## config.mk

```make
export PLATFORM = sky130hd
export DESIGN_NAME = gpu_cmd_scheduler
export DESIGN_NICKNAME = d
export VERILOG_FILES = /design/src/rtl/gpu_cmd_scheduler.sv
export SDC_FILE = /design/constraint.sdc
export NUM_CORES = 1
export LEC_CHECK = 0
export CORE_MARGIN = 1
export CORE_UTILIZATION = 52
export CTS_CLUSTER_SIZE = 40
export DETAILED_ROUTE_END_ITERATION = 8
export PLACE_DENSITY = 0.85
export SETUP_SLACK_MARGIN = 0.05
export SYNTH_ARGS = -nofsm -noshare
export SYNTH_HDL_FRONTEND = slang
export SYNTH_SLANG_ARGS = --single-unit
```

## constraint.sdc

```tcl
create_clock -name clk -period 2.6 [get_ports clk]
set_input_delay 0.52 -clock clk [delete_from_list [all_inputs] [get_ports clk]]
set_output_delay 0.52 -clock clk [all_outputs]
set_load 0.005 [all_outputs]
```

## src/rtl/gpu_cmd_scheduler.sv

```systemverilog
// Command scheduler: buffers host opcode/parameter words in a small FIFO and
// issues them to the decoder as one-cycle command pulses. Draw opcodes stall
// further issue until the rasterizer reports finished, guarded by a watchdog.
module gpu_cmd_scheduler #(
  parameter int unsigned FIFO_DEPTH     = 4,
  parameter int unsigned TIMEOUT_CYCLES = 1024
) (
  input  logic                          clk,
  input  logic                          n_rst,
  input  logic                          cmd_valid_i,
  input  logic [3:0]                    cmd_opcode_i,
  input  logic [24:0]                   cmd_params_i,
  output logic                          cmd_ready_o,
  input  logic                          finished_i,
  input  logic                          abort_i,
  output logic [3:0]                    opcode_o,
  output logic [24:0]                   parameters_o,
  output logic                          command_o,
  output logic                          busy_o,
  output logic                          timeout_o,
  output logic [$clog2(FIFO_DEPTH):0]   fifo_count_o
);

  localparam int unsigned AW = $clog2(FIFO_DEPTH);
  localparam int unsigned CW = $clog2(TIMEOUT_CYCLES);

  localparam logic [AW:0]   FullCount = (AW + 1)'(FIFO_DEPTH);
  localparam logic [AW:0]   CountOne  = (AW + 1)'(1);
  localparam logic [AW-1:0] PtrOne    = AW'(1);
  localparam logic [CW-1:0] WdLast    = CW'(TIMEOUT_CYCLES - 1);
  localparam logic [CW-1:0] WdOne     = CW'(1);

  typedef enum logic [0:0] {StIdle, StWaitDone} state_e;

  state_e          state_q, state_d;
  logic [CW-1:0]   wd_cnt_q, wd_cnt_d;
  logic            timeout_set;

  logic [28:0]     mem_q [FIFO_DEPTH];
  logic [AW-1:0]   wr_ptr_q, rd_ptr_q;
  logic [AW:0]     count_q;
  logic [28:0]     head;
  logic            head_is_draw;
  logic            push, pop;

  logic            command_q;
  logic            timeout_q;
  logic [3:0]      opcode_q;
  logic [24:0]     params_q;

  assign head         = mem_q[rd_ptr_q];
  // Draw opcodes occupy 4'b0100..4'b0111.
  assign head_is_draw = (head[28:27] == 2'b01);

  // State register and watchdog counter; abort drops any pending draw wait.
  always_ff @(posedge clk) begin
    if (!n_rst || abort_i) begin
      state_q  <= StIdle;
      wd_cnt_q <= '0;
    end else begin
      state_q  <= state_d;
      wd_cnt_q <= wd_cnt_d;
    end
  end

  // Next-state: enter the draw wait on a draw pop, leave on finished or timeout.
  always_comb begin
    state_d     = state_q;
    wd_cnt_d    = wd_cnt_q;
    timeout_set = 1'b0;
    case (state_q)
      StIdle: begin
        if ((count_q != '0) && head_is_draw) begin
          state_d  = StWaitDone;
          wd_cnt_d = '0;
        end
      end
      StWaitDone: begin
        // finished_i takes precedence over an expiring watchdog.
        if (finished_i) begin
          state_d = StIdle;
        end else if (wd_cnt_q == WdLast) begin
          timeout_set = 1'b1;
          state_d     = StIdle;
        end else begin
          wd_cnt_d = wd_cnt_q + WdOne;
        end
      end
      default: state_d = StIdle;
    endcase
  end

  // Handshake and status outputs; readiness looks only at the registered count.
  always_comb begin
    cmd_ready_o = n_rst && (count_q != FullCount);
    push        = cmd_valid_i && cmd_ready_o && !abort_i;
    pop         = (state_q == StIdle) && (count_q != '0);
    busy_o      = (count_q != '0) || (state_q == StWaitDone);
  end

  // FIFO pointers, occupancy and registered issue outputs.
  always_ff @(posedge clk) begin
    if (!n_rst) begin
      wr_ptr_q  <= '0;
      rd_ptr_q  <= '0;
      count_q   <= '0;
      command_q <= 1'b0;
      timeout_q <= 1'b0;
      opcode_q  <= '0;
      params_q  <= '0;
    end else if (abort_i) begin
      // Abort flushes the queue but leaves the last issued word visible.
      wr_ptr_q  <= '0;
      rd_ptr_q  <= '0;
      count_q   <= '0;
      command_q <= 1'b0;
      timeout_q <= 1'b0;
    end else begin
      if (push) wr_ptr_q <= wr_ptr_q + PtrOne;
      if (pop)  rd_ptr_q <= rd_ptr_q + PtrOne;
      case ({push, pop})
        2'b10:   count_q <= count_q + CountOne;
        2'b01:   count_q <= count_q - CountOne;
        default: count_q <= count_q;
      endcase
      command_q <= pop;
      if (pop) begin
        opcode_q <= head[28:25];
        params_q <= head[24:0];
      end
      if (timeout_set) timeout_q <= 1'b1;
    end
  end

  // Storage array; no reset needed since occupancy gates every read.
  always_ff @(posedge clk) begin
    if (push) mem_q[wr_ptr_q] <= {cmd_opcode_i, cmd_params_i};
  end

  assign command_o    = command_q;
  assign timeout_o    = timeout_q;
  assign opcode_o     = opcode_q;
  assign parameters_o = params_q;
  assign fifo_count_o = count_q;

endmodule
```

After elaboration in Yosys (flattened, before gate mapping)
Memory sizes are Yosys's and may differ from the RTL's. A register that Yosys moved wholly into a read port is not among the register bits.
Index checks and enable logic that the tools add are counted.
{"block": "word_totals", "mem_count": 1, "latch_bits": 0, "register_bits": 49, "mem_bits_rw": 116, "out_inout_bits": 36, "inputBits": 34, "rom_bits": 0}
{"block": "classes", "shift": 0, "n_addsub": 5, "mul": 0, "n_eq_ne": 8, "bitwise_logic": 3, "reduce_logical": 14, "div": 0, "magnitude_cmp": 0, "muxes": 16}
{"name": "mem_q", "depth": 4, "width": 29, "read_ports": 1, "rd_ports_with_merged_regs": 1, "wr": 1, "line": "39", "rtl": "logic [28:0] mem_q [FIFO_DEPTH];"}
{"cell": "10-bit 2-to-1 mux", "count": 3}
{"cell": "10-bit one-hot mux with 2 select lines", "count": 1}
{"cell": "10-bit by 1-bit adder with 10-bit output, second input constant", "count": 1}
{"cell": "10-bit == test, second input constant", "count": 1}
{"cell": "1-bit 2-to-1 mux", "count": 8}
{"cell": "2-bit != test, second input constant", "count": 3}
{"cell": "3-bit one-hot mux with 2 select lines", "count": 1}
{"cell": "1-bit logical AND", "count": 5}
{"cell": "2-bit by 1-bit adder with 2-bit output, second input constant", "count": 2}
{"cell": "2-bit by 1-bit == test with 1-bit output, second input constant", "count": 2}
{"cell": "2-bit 2-to-1 mux", "count": 2}
{"cell": "3-bit by 1-bit adder with 3-bit output, second input constant", "count": 1}
{"cell": "3-bit != test, second input constant", "count": 1}
{"cell": "1-bit inverter", "count": 3}
{"cell": "3-bit AND reduction", "count": 1}
{"cell": "3-bit nonzero test", "count": 1}
{"cell": "3-bit by 1-bit subtractor with 3-bit output, second input constant", "count": 1}
{"cell": "2-bit == test, second input constant", "count": 1}
{"cell": "1-bit zero test", "count": 2}
{"cell": "1-bit logical OR", "count": 2}
{"cell": "1-bit one-hot mux with 2 select lines", "count": 1}
{"cell": "2-bit AND reduction", "count": 1}
{"cell": "2-bit nonzero test", "count": 1}
{"cell": "2-bit OR reduction", "count": 1}

Depth between registers and ports, before layout
Gate-level depths: netlist (run 1).
{"block": "logic_depth", "word_depth": 6, "depth_mapped": 10, "mapped_depth_nobuf": 10}

Worst setup path before layout (run 1)
OpenSTA, ideal clock, no wires.
{"block": "synth_timing", "path_type": "flip-flop to flip-flop", "from": "reg count_q[2] (netlist: fifo_count_o[2])", "to": "reg count_q[2] (netlist: fifo_count_o[2])", "path_slack_ns": 0.372, "path_buffers": 0, "stages_incl_launch_ff": 11, "t_arrival_ns": 2.158, "required_ns": 2.529, "setup_time_ns": 0.071, "cell_sequence": "dfxtp_1 -> inv_1 -> o31ai_1 -> nor2_1 -> inv_1 -> ha_1 -> inv_1 -> fa_1 -> xor2_1 -> or3_1 -> a21oi_1"}
{"block": "synth_via", "elab_chain_cells": 6, "elab_cells_between_ends": 12, "classes_between": "2 x add/sub; 3 x eq/ne; 1 x mux; 6 x reduce/logical"}
{"element": "start, declared", "line": "41", "rtl": "logic [AW:0] count_q;"}
{"element": "start signal, assigned", "line": "122", "rtl": "2'b10: count_q <= count_q + CountOne;"}
{"element": "start signal, assigned", "line": "123", "rtl": "2'b01: count_q <= count_q - CountOne;"}
{"element": "start signal, assigned", "line": "124", "rtl": "default: count_q <= count_q;"}
{"element": "3-bit != test", "line": "95", "rtl": "cmd_ready_o = n_rst && (count_q != FullCount);"}
{"element": "1-bit logical AND", "line": "95"}
{"element": "1-bit logical AND (2 in a row)", "line": "96", "rtl": "push = cmd_valid_i && cmd_ready_o && !abort_i;"}
{"element": "2-bit by 1-bit == test with 1-bit output / 2-bit == test (equally long branches)", "line": "121", "rtl": "case ({push, pop})"}
{"element": "3-bit one-hot mux with 2 select lines / 2-bit nonzero test (equally long branches)"}
Parallel ways exist; a longest one is shown, timed or not.
A chain may end at the register's enable or synchronous reset.

Worst setup path after layout (run 1)
{"block": "layout_timing", "from": "in n_rst", "to": "out cmd_ready_o"}
{"block": "layout_via", "elab_chain_cells": 1}
{"element": "start, declared", "line": "9", "rtl": "input logic n_rst,"}
{"element": "1-bit logical AND", "line": "95"}
{"element": "end, declared", "line": "13", "rtl": "output logic cmd_ready_o,"}
Every way passes these cells.

==> results of run 1 <==
[cell usage after synthesis, types with 3 or more instances]
master and number:
nor2b_1 3, and2_1 8, clkbuf_1 14, ha_1 6, xnor2_1 3, a21boi_0 29, a21oi_1 5, nor2_1 14
mux4_1 5, nand2_1 72, and3_1 3, or3_1 5, nand3_1 4, mux4_2 24, edfxtp_1 116, o21ai_0 7
inv_1 7, nand4_1 4, dfxtp_1 51, buf_2 3
[metrics by stage]
step                      util (%)  setup WS [ps]  power (mW)  hold slack, ps
after global routing          67.1            130        5.97             489
final                         67.1            280        5.80             465
after global placement        61.7           63.6        3.16             450
after floorplan                  -            372        3.03             460
after CTS                     67.1            263        5.83             472
after detailed placement      61.7           31.7        3.18             461
[worst reg2reg max path, cell delays in order, from the launching register on]
cell      delay [ps]
dfxtp_1          420
ha_1             260
nand3_1          160
o31ai_1          700
nand2_1          310
a311oi_1         340
[final cells by class]
| class | instances | area, um^2 |
|---|---|---|
| clock buffer | 19 | 464 |
| clock inverter | 13 | 176 |
| fill | 745 | 3940 |
| inverter | 7 | 26.3 |
| multi-input combinational | 218 | 1760 |
| sequential | 167 | 4510 |
| tap | 147 | 184 |
| timing repair buffer | 96 | 906 |
[logic make-up after synthesis]
kind of cell | synth area share, %
DFF | 70.8
and+or+nand+nor | 8.51
AOI/OAI and AO/OA | 6.09
muxes | 10.7
buffers and inverters | 1.71
adders and majority gates | 1.49
xor gates and xnor gates | 0.688
[layer usage]
metal	global-route usage, %	routed length, um	up-vias
met5	0	0	-
met4	9.42	268	0
met3	4.86	628	21
met2	38.4	6880	150
met1	26.6	5170	1926
li1	-	-	1744
[state kept, by name, summed over array words and instances, names as in the netlist, named ones only]
register      cells
timeout_o         1
wd_cnt_q         10
parameters_o     25
wr_ptr_q          2
state_q           1
mem_q           116
fifo_count_o      3
command_o         1
rd_ptr_q          2
opcode_o          4
[power groups by stage]
stage / Combinational (mW) / Sequential (mW) / Clock (mW)
after floorplan: 0.0936 / 2.94 / 0
after global placement: 0.225 / 2.94 / 0
after detailed placement: 0.233 / 2.94 / 0
after CTS: 0.238 / 2.89 / 2.71
after global routing: 0.254 / 2.89 / 2.83
final: 0.237 / 2.88 / 2.68
[worst max-delay path by stage]
| stage | slack (ps) | cells past startpoint | startpoint | to |
|---|---|---|---|---|
| after floorplan | 370 | 10 | fifo_count_o[2]$_SDFFE_PP0P_ | fifo_count_o[2]$_SDFFE_PP0P_ |
| after CTS | 260 | 4 | n_rst | cmd_ready_o |
| after detailed placement | 30 | 10 | abort_i | fifo_count_o[2]$_SDFFE_PP0P_ |
| final | 280 | 4 | n_rst | cmd_ready_o |
| after global placement | 60 | 10 | abort_i | fifo_count_o[2]$_SDFFE_PP0P_ |
| after global routing | 130 | 5 | wd_cnt_q[0]$_SDFFE_PP0P_ | wd_cnt_q[4]$_SDFFE_PP0P_ |
==> flow_summary_export.csv, run 1 <==
group,metric,value,unit
synth,syn_inst,411,
pwr,power_frac_seq,49.7,%
timing,finalSetupTns,0,ps
run_status,run_status,"finished, final reports clean",
cells_and_area,drive_above_1_share,17.3,%
placed_design,gpl.final_weighted_congestion,0.841,
timing,worst_slew_pin_slew,877,ps
worst_setup_path,r2r-start,"wd_cnt_q[0]$_SDFFE_PP0P_",
worst_setup_path,critical_path_class,"input pin to output pin",
pwr,static_leakage,2.64,nW
worst_setup_path,cpLargestDelayFamily,"buffers and inverters",
synth,post-synth-top-area-fraction,54.7,%
die,initial_utilization,53.2,%
clocking,cts_tree,"yes",
pwr,combinationalPowerShare,4.1,%
pwr,cell_internal_pwr,4.62,mW
flow_run,maximum_capacitance_violations,0,
grt,grt_max_degree,30,
worst_setup_path,crit_buf_inv,3,
die,core_region_area,0.0120,mm^2
grt,globalRouteOverflowTotal,0,
synth,netlist-cell-type-count,40,
min_path,worstHoldPathType,"flip-flop to flip-flop",
pwr,swShare,20.4,%
synth,synth_ff_type,"edfxtp_1",
worst_setup_path,worstPathMaxFanout,4,
grt,grt.total_usage,22.1,%
route,wl_per_cell,19.4,um
min_path,hold_path.startpoint,"parameters_o[6]$_SDFFE_PN0P_",
timing,relSlewSlack,40.8,%
route,post-route-drc-count,0,
placed_design,post_dp_area,0.00738,mm^2
die,die_area,0.0127,mm^2
synth,asyncSetResetFlopFracSynth,0,%
worst_setup_path,worstPathArrival,1800,ps
worst_setup_path,slowest_stage,"clkdlybuf4s50_1",
timing,layout_min_cycle_time,2320,ps
synth,number_of_enable_flip_flop_cells_after_synthesis,116,
worst_setup_path,rr_worst_depth,5,
clocking,clockRootBuffer,"clkbuf_16",
grt,antenna_found_initial,0,
timing,final_min_period_over_clock_period,89.2,%
timing,unrepaired_setup_endpoints_after_global_routing,"false",
placed_design,dpl.cell_count,635,
route,antenna_left,0,
cells_and_area,nets,548,
synth,synth.largest_area_cell,"edfxtp_1",
route,detail_route.first_pass.iterations,5,
cells_and_area,layout.cells.non_filler,667,
pwr,vdd.ir_drop.worst,0.471,mV
timing,final_max_slew_viol_count,0,
cells_and_area,area.growth.synth_to_final,26.1,%
cells_and_area,mostFrequentLayoutCells,"116 x edfxtp_1, 72 x nand2_1, 69 x clkdlybuf4s50_1",
clocking,cts.hold.buffers_added,0,
timing,number_of_hold_slack_violations_in_the_final_timing_report,0,
timing,final-setup-viol-count,0,
timing,worst_clk_skew,11.0,ps
route,route.vias.total,3841,
grt,number_of_global_route_vias_before_repair,3964,
worst_setup_path,cp_data_required_time,2080,ps
synth,netlist_top_cells_area,"edfxtp_1 55%, dfxtp_1 16%, mux4_2 8.5%",
clocking,post_cts_resized,0,
synth,synth.net_count,452,
clocking,clock_sinks,167,
min_path,hold_end,"parameters_o[6]$_SDFFE_PN0P_",
min_path,hold_path_depth,2,
clocking,cts_htree_levels,4,
clocking,cts-buffers-inserted,17,
route,drt_first_iter_violations,179,
grt,grt_pass1_wl,20600,um
route,routed_via_density,5.76,
worst_setup_path,crit_path_frequent_cell,"clkdlybuf4s50_1",
worst_setup_path,worst_setup_path_start_kind,"input pin",
worst_setup_path,timing.critical_path.to_type,"output pin",
cells_and_area,layout.cell_area.non_filler,0.00802,mm^2
clocking,worst_setup_hold_path_clk_slew,60,ps
clocking,max-clock-path-buffers,2,
clocking,insertion_delay,420,ps
cells_and_area,final_common_cell,"edfxtp_1",
die,core.rowCount,40,
placed_design,buffer_ports.inserted,69,
clocking,post_cts.repair.setup_buffers,0,
synth,syn-mean-instance-area,15.5,um^2
die,die_span_y,113,um
worst_setup_path,r2r-end,"wd_cnt_q[4]$_SDFFE_PP0P_",
pwr,total_switching_power,1.18,mW
synth,mappedNetlistArea,0.00636,mm^2
pwr,power-per-cell-area,724,mW/mm^2
worst_setup_path,slowest_delay,500,ps
route,wl,12900,um
placed_design,detailedPlacementHpwl,8000,um
worst_setup_path,regToRegSetupSlack,320,ps
die,die_wd,113,um
pwr,pwr-share-clk,46.2,%
synth,ys_seq_elements,167,
die,io_pins,70,
worst_setup_path,critical_path.cell_chain,"clkdlybuf4s50_1 -> buf_4 -> o31a_1 -> clkdlybuf4s50_1",
synth,synth_sequential_area_ratio,70.8,%
synth,yosysWarningCount,0,
cells_and_area,insertedDiodeCount,0,
timing,maxClockFrequency,431,MHz
Note: power is estimated with default switching activity, not from simulation.
==> run 2: changes to the inputs <==
--- a/config.mk
+++ b/config.mk
@@ -9,6 +9,7 @@
 export CORE_UTILIZATION = 52
 export CTS_CLUSTER_SIZE = 40
 export DETAILED_ROUTE_END_ITERATION = 8
+export HOLD_SLACK_MARGIN = 0.15
 export PLACE_DENSITY = 0.85
 export SETUP_SLACK_MARGIN = 0.05
 export SYNTH_ARGS = -nofsm -noshare
==> results of run 2 <==
The final DEF is identical to that of run 1; final timing and power are the same.
==> run 3: changes to the inputs <==
--- a/config.mk
+++ b/config.mk
@@ -5,7 +5,7 @@
 export SDC_FILE = /design/constraint.sdc
 export NUM_CORES = 1
 export LEC_CHECK = 0
-export CORE_MARGIN = 1
+export CORE_MARGIN = 8
 export CORE_UTILIZATION = 52
 export CTS_CLUSTER_SIZE = 40
 export DETAILED_ROUTE_END_ITERATION = 8
==> run 3 against run 2 <==
  * Largest power group unchanged
  * Final cell count decreased by 1.3%
  * Critical path depth unchanged
  * Sequential share of layout area increased by 0.70 points
  * Die area increased by 26%
  * Sequential power about the same
  * Clock skew decreased by 5.1 ps
  * Clock power decreased by 10%
  * Via count decreased by 1.8%
  * Count of clock-buffer cells in the layout decreased by 2
  * Critical endpoint unchanged
  * Maximum frequency decreased by 5.2%
==> flow_summary_export.csv, run 3 (synthesized netlist as in run 1, its figures left out) <==
group,metric,value,unit
timing,number_of_hold_slack_violations_in_the_final_timing_report,0,
route,highest-signal-layer,"met4",
grt,globalRouteOverflowTotal,0,
placed_design,gpl.final_weighted_congestion,0.852,
clocking,worst_setup_hold_path_clk_slew,60,ps
cells_and_area,drive_above_1_share,15.9,%
worst_setup_path,worst_setup_path_start_kind,"input pin",
cells_and_area,largest_reg_flops,116,
flow_run,maximum_capacitance_violations,0,
pwr,power-per-cell-area,696,mW/mm^2
route,met2RoutedLength,6780,um
clocking,cts-buffers-inserted,17,
timing,relSlewSlack,46.1,%
die,die_span_y,127,um
route,wl_met1,5140,um
cells_and_area,layout.cells.non_filler,658,
grt,number_of_global_route_vias_before_repair,3977,
die,initial_utilization,53.2,%
clocking,insertion_delay,430,ps
cells_and_area,regMostFlops,"mem_q",
cells_and_area,final_common_cell,"edfxtp_1",
timing,layout_min_cycle_time,2450,ps
timing,unrepaired_setup_endpoints_after_global_routing,"false",
clocking,clockRootBuffer,"clkbuf_16",
route,route.vias.total,3770,
die,io_pins,70,
grt,grt_pass1_wl,20600,um
placed_design,buffer_ports.inserted,69,
cells_and_area,num-fill-cells,763,
pwr,vdd.ir_drop.worst,0.676,mV
placed_design,detailedPlacementHpwl,8060,um
timing,final-setup-viol-count,0,
grt,grt_max_degree,31,
clocking,cts.hold.buffers_added,0,
timing,worst_slew_pin_slew,798,ps
grt,grt.total_usage,17.1,%
route,antenna_left,0,
grt,antenna_found_initial,0,
timing,maxClockFrequency,409,MHz
placed_design,post-place-ws,-31.4,ps
worst_setup_path,cp_data_required_time,2080,ps
timing,finalWorstSetupSlack,152,ps
cells_and_area,insertedDiodeCount,0,
min_path,worstHoldPathType,"flip-flop to flip-flop",
route,post-route-drc-count,0,
die,core_region_area,0.0120,mm^2
clocking,post_cts_resized,0,
worst_setup_path,worstPathMaxFanout,17,
pwr,static_leakage,2.55,nW
route,wl,13100,um
timing,final_max_slew_viol_count,0,
worst_setup_path,timing.critical_path.to_type,"output pin",
die,die_wd,127,um
pwr,report.power.total,5.52,mW
clocking,cts_htree_levels,4,
route,routed_via_density,5.73,
die,core.rowCount,40,
route,detail_route.first_pass.iterations,4,
clocking,max-clock-path-buffers,2,
worst_setup_path,worstPathArrival,1930,ps
clocking,post_cts.repair.setup_buffers,0,
cells_and_area,nets,539,
run_status,run_status,"finished, final reports clean",
cells_and_area,area.growth.synth_to_final,24.5,%
route,dr_wl_met3,888,um
cells_and_area,mostFrequentLayoutCells,"116 x edfxtp_1, 72 x nand2_1, 69 x clkdlybuf4s50_1",
placed_design,dpl.cell_count,626,
route,drt_first_iter_violations,310,
timing,final_min_period_over_clock_period,94.1,%
die,die_area,0.0160,mm^2
clocking,clock_sinks,167,
clocking,cts_tree,"yes",
route,wl_per_cell,19.9,um
timing,worst_clk_skew,5.99,ps
worst_setup_path,critical_path_class,"input pin to output pin",
-- run 3: cell types whose count changed in the layout (fill, tap and decap cells not counted), sizes merged --
cell      change
buf           -9
clkinv        +3
clkinvlp      +3
bufinv        -2
clkbuf        -2
inv           -2
-- run 3: stage by stage --
step	cell area (um^2)	utilization [%]	TNS [ps]	hold WS [ps]
after global routing	7920	66.2	0	477
final	7920	66.2	0	461
after floorplan	6360	-	0	460
after detailed placement	7350	61.5	-31.4	458
after global placement	7350	61.5	0	451
after CTS	7920	66.2	0	467
-- run 3: power breakdown --
group	total (mW)	internal, mW	leakage [nW]	switching (mW)
sequential	2.89	2.87	1.46	0.0143
clock	2.40	1.34	0.269	1.06
combinational	0.231	0.124	0.826	0.107
total	5.52	4.33	2.55	1.18
-- run 3: worst max-delay path, cell delays in order --
cell and delay (ps):
clkdlybuf4s50_1 490, buf_4 250, o31a_1 170, clkdlybuf4s50_1 490
-- run 3: per-layer routing --
layer / vias up / GRT usage [%]
met1: 1893 / 19.2
met4: 0 / 9.48
met2: 132 / 28.9
li1: 1726 / -
met3: 19 / 4.86
met5: - / 0
-- run 3: path summary, 6_finish.rpt --
check / cells past startpoint / slack [ps] / startpoint / endpoint
max: 4 / 150 / n_rst / cmd_ready_o
min: 2 / 460 / parameters_o[3]$_SDFFE_PN0P_ / parameters_o[3]$_SDFFE_PN0P_
max reg2reg: 9 / 290 / fifo_count_o[0]$_SDFFE_PP0P_ / fifo_count_o[2]$_SDFFE_PP0P_
min reg2reg: 2 / 460 / parameters_o[3]$_SDFFE_PN0P_ / parameters_o[3]$_SDFFE_PN0P_
-- run 3: cell type report --
| cell class | count | area, um^2 | area share [%] |
|---|---|---|---|
| sequential | 167 | 4510 | 56.9 |
| multi-input combinational | 218 | 1760 | 22.2 |
| timing repair buffer | 87 | 876 | 11.1 |
| clock buffer | 17 | 425 | 5.37 |
| tap | 147 | 184 | 2.32 |
| clock inverter | 15 | 146 | 1.85 |
| inverter | 7 | 26.3 | 0.332 |
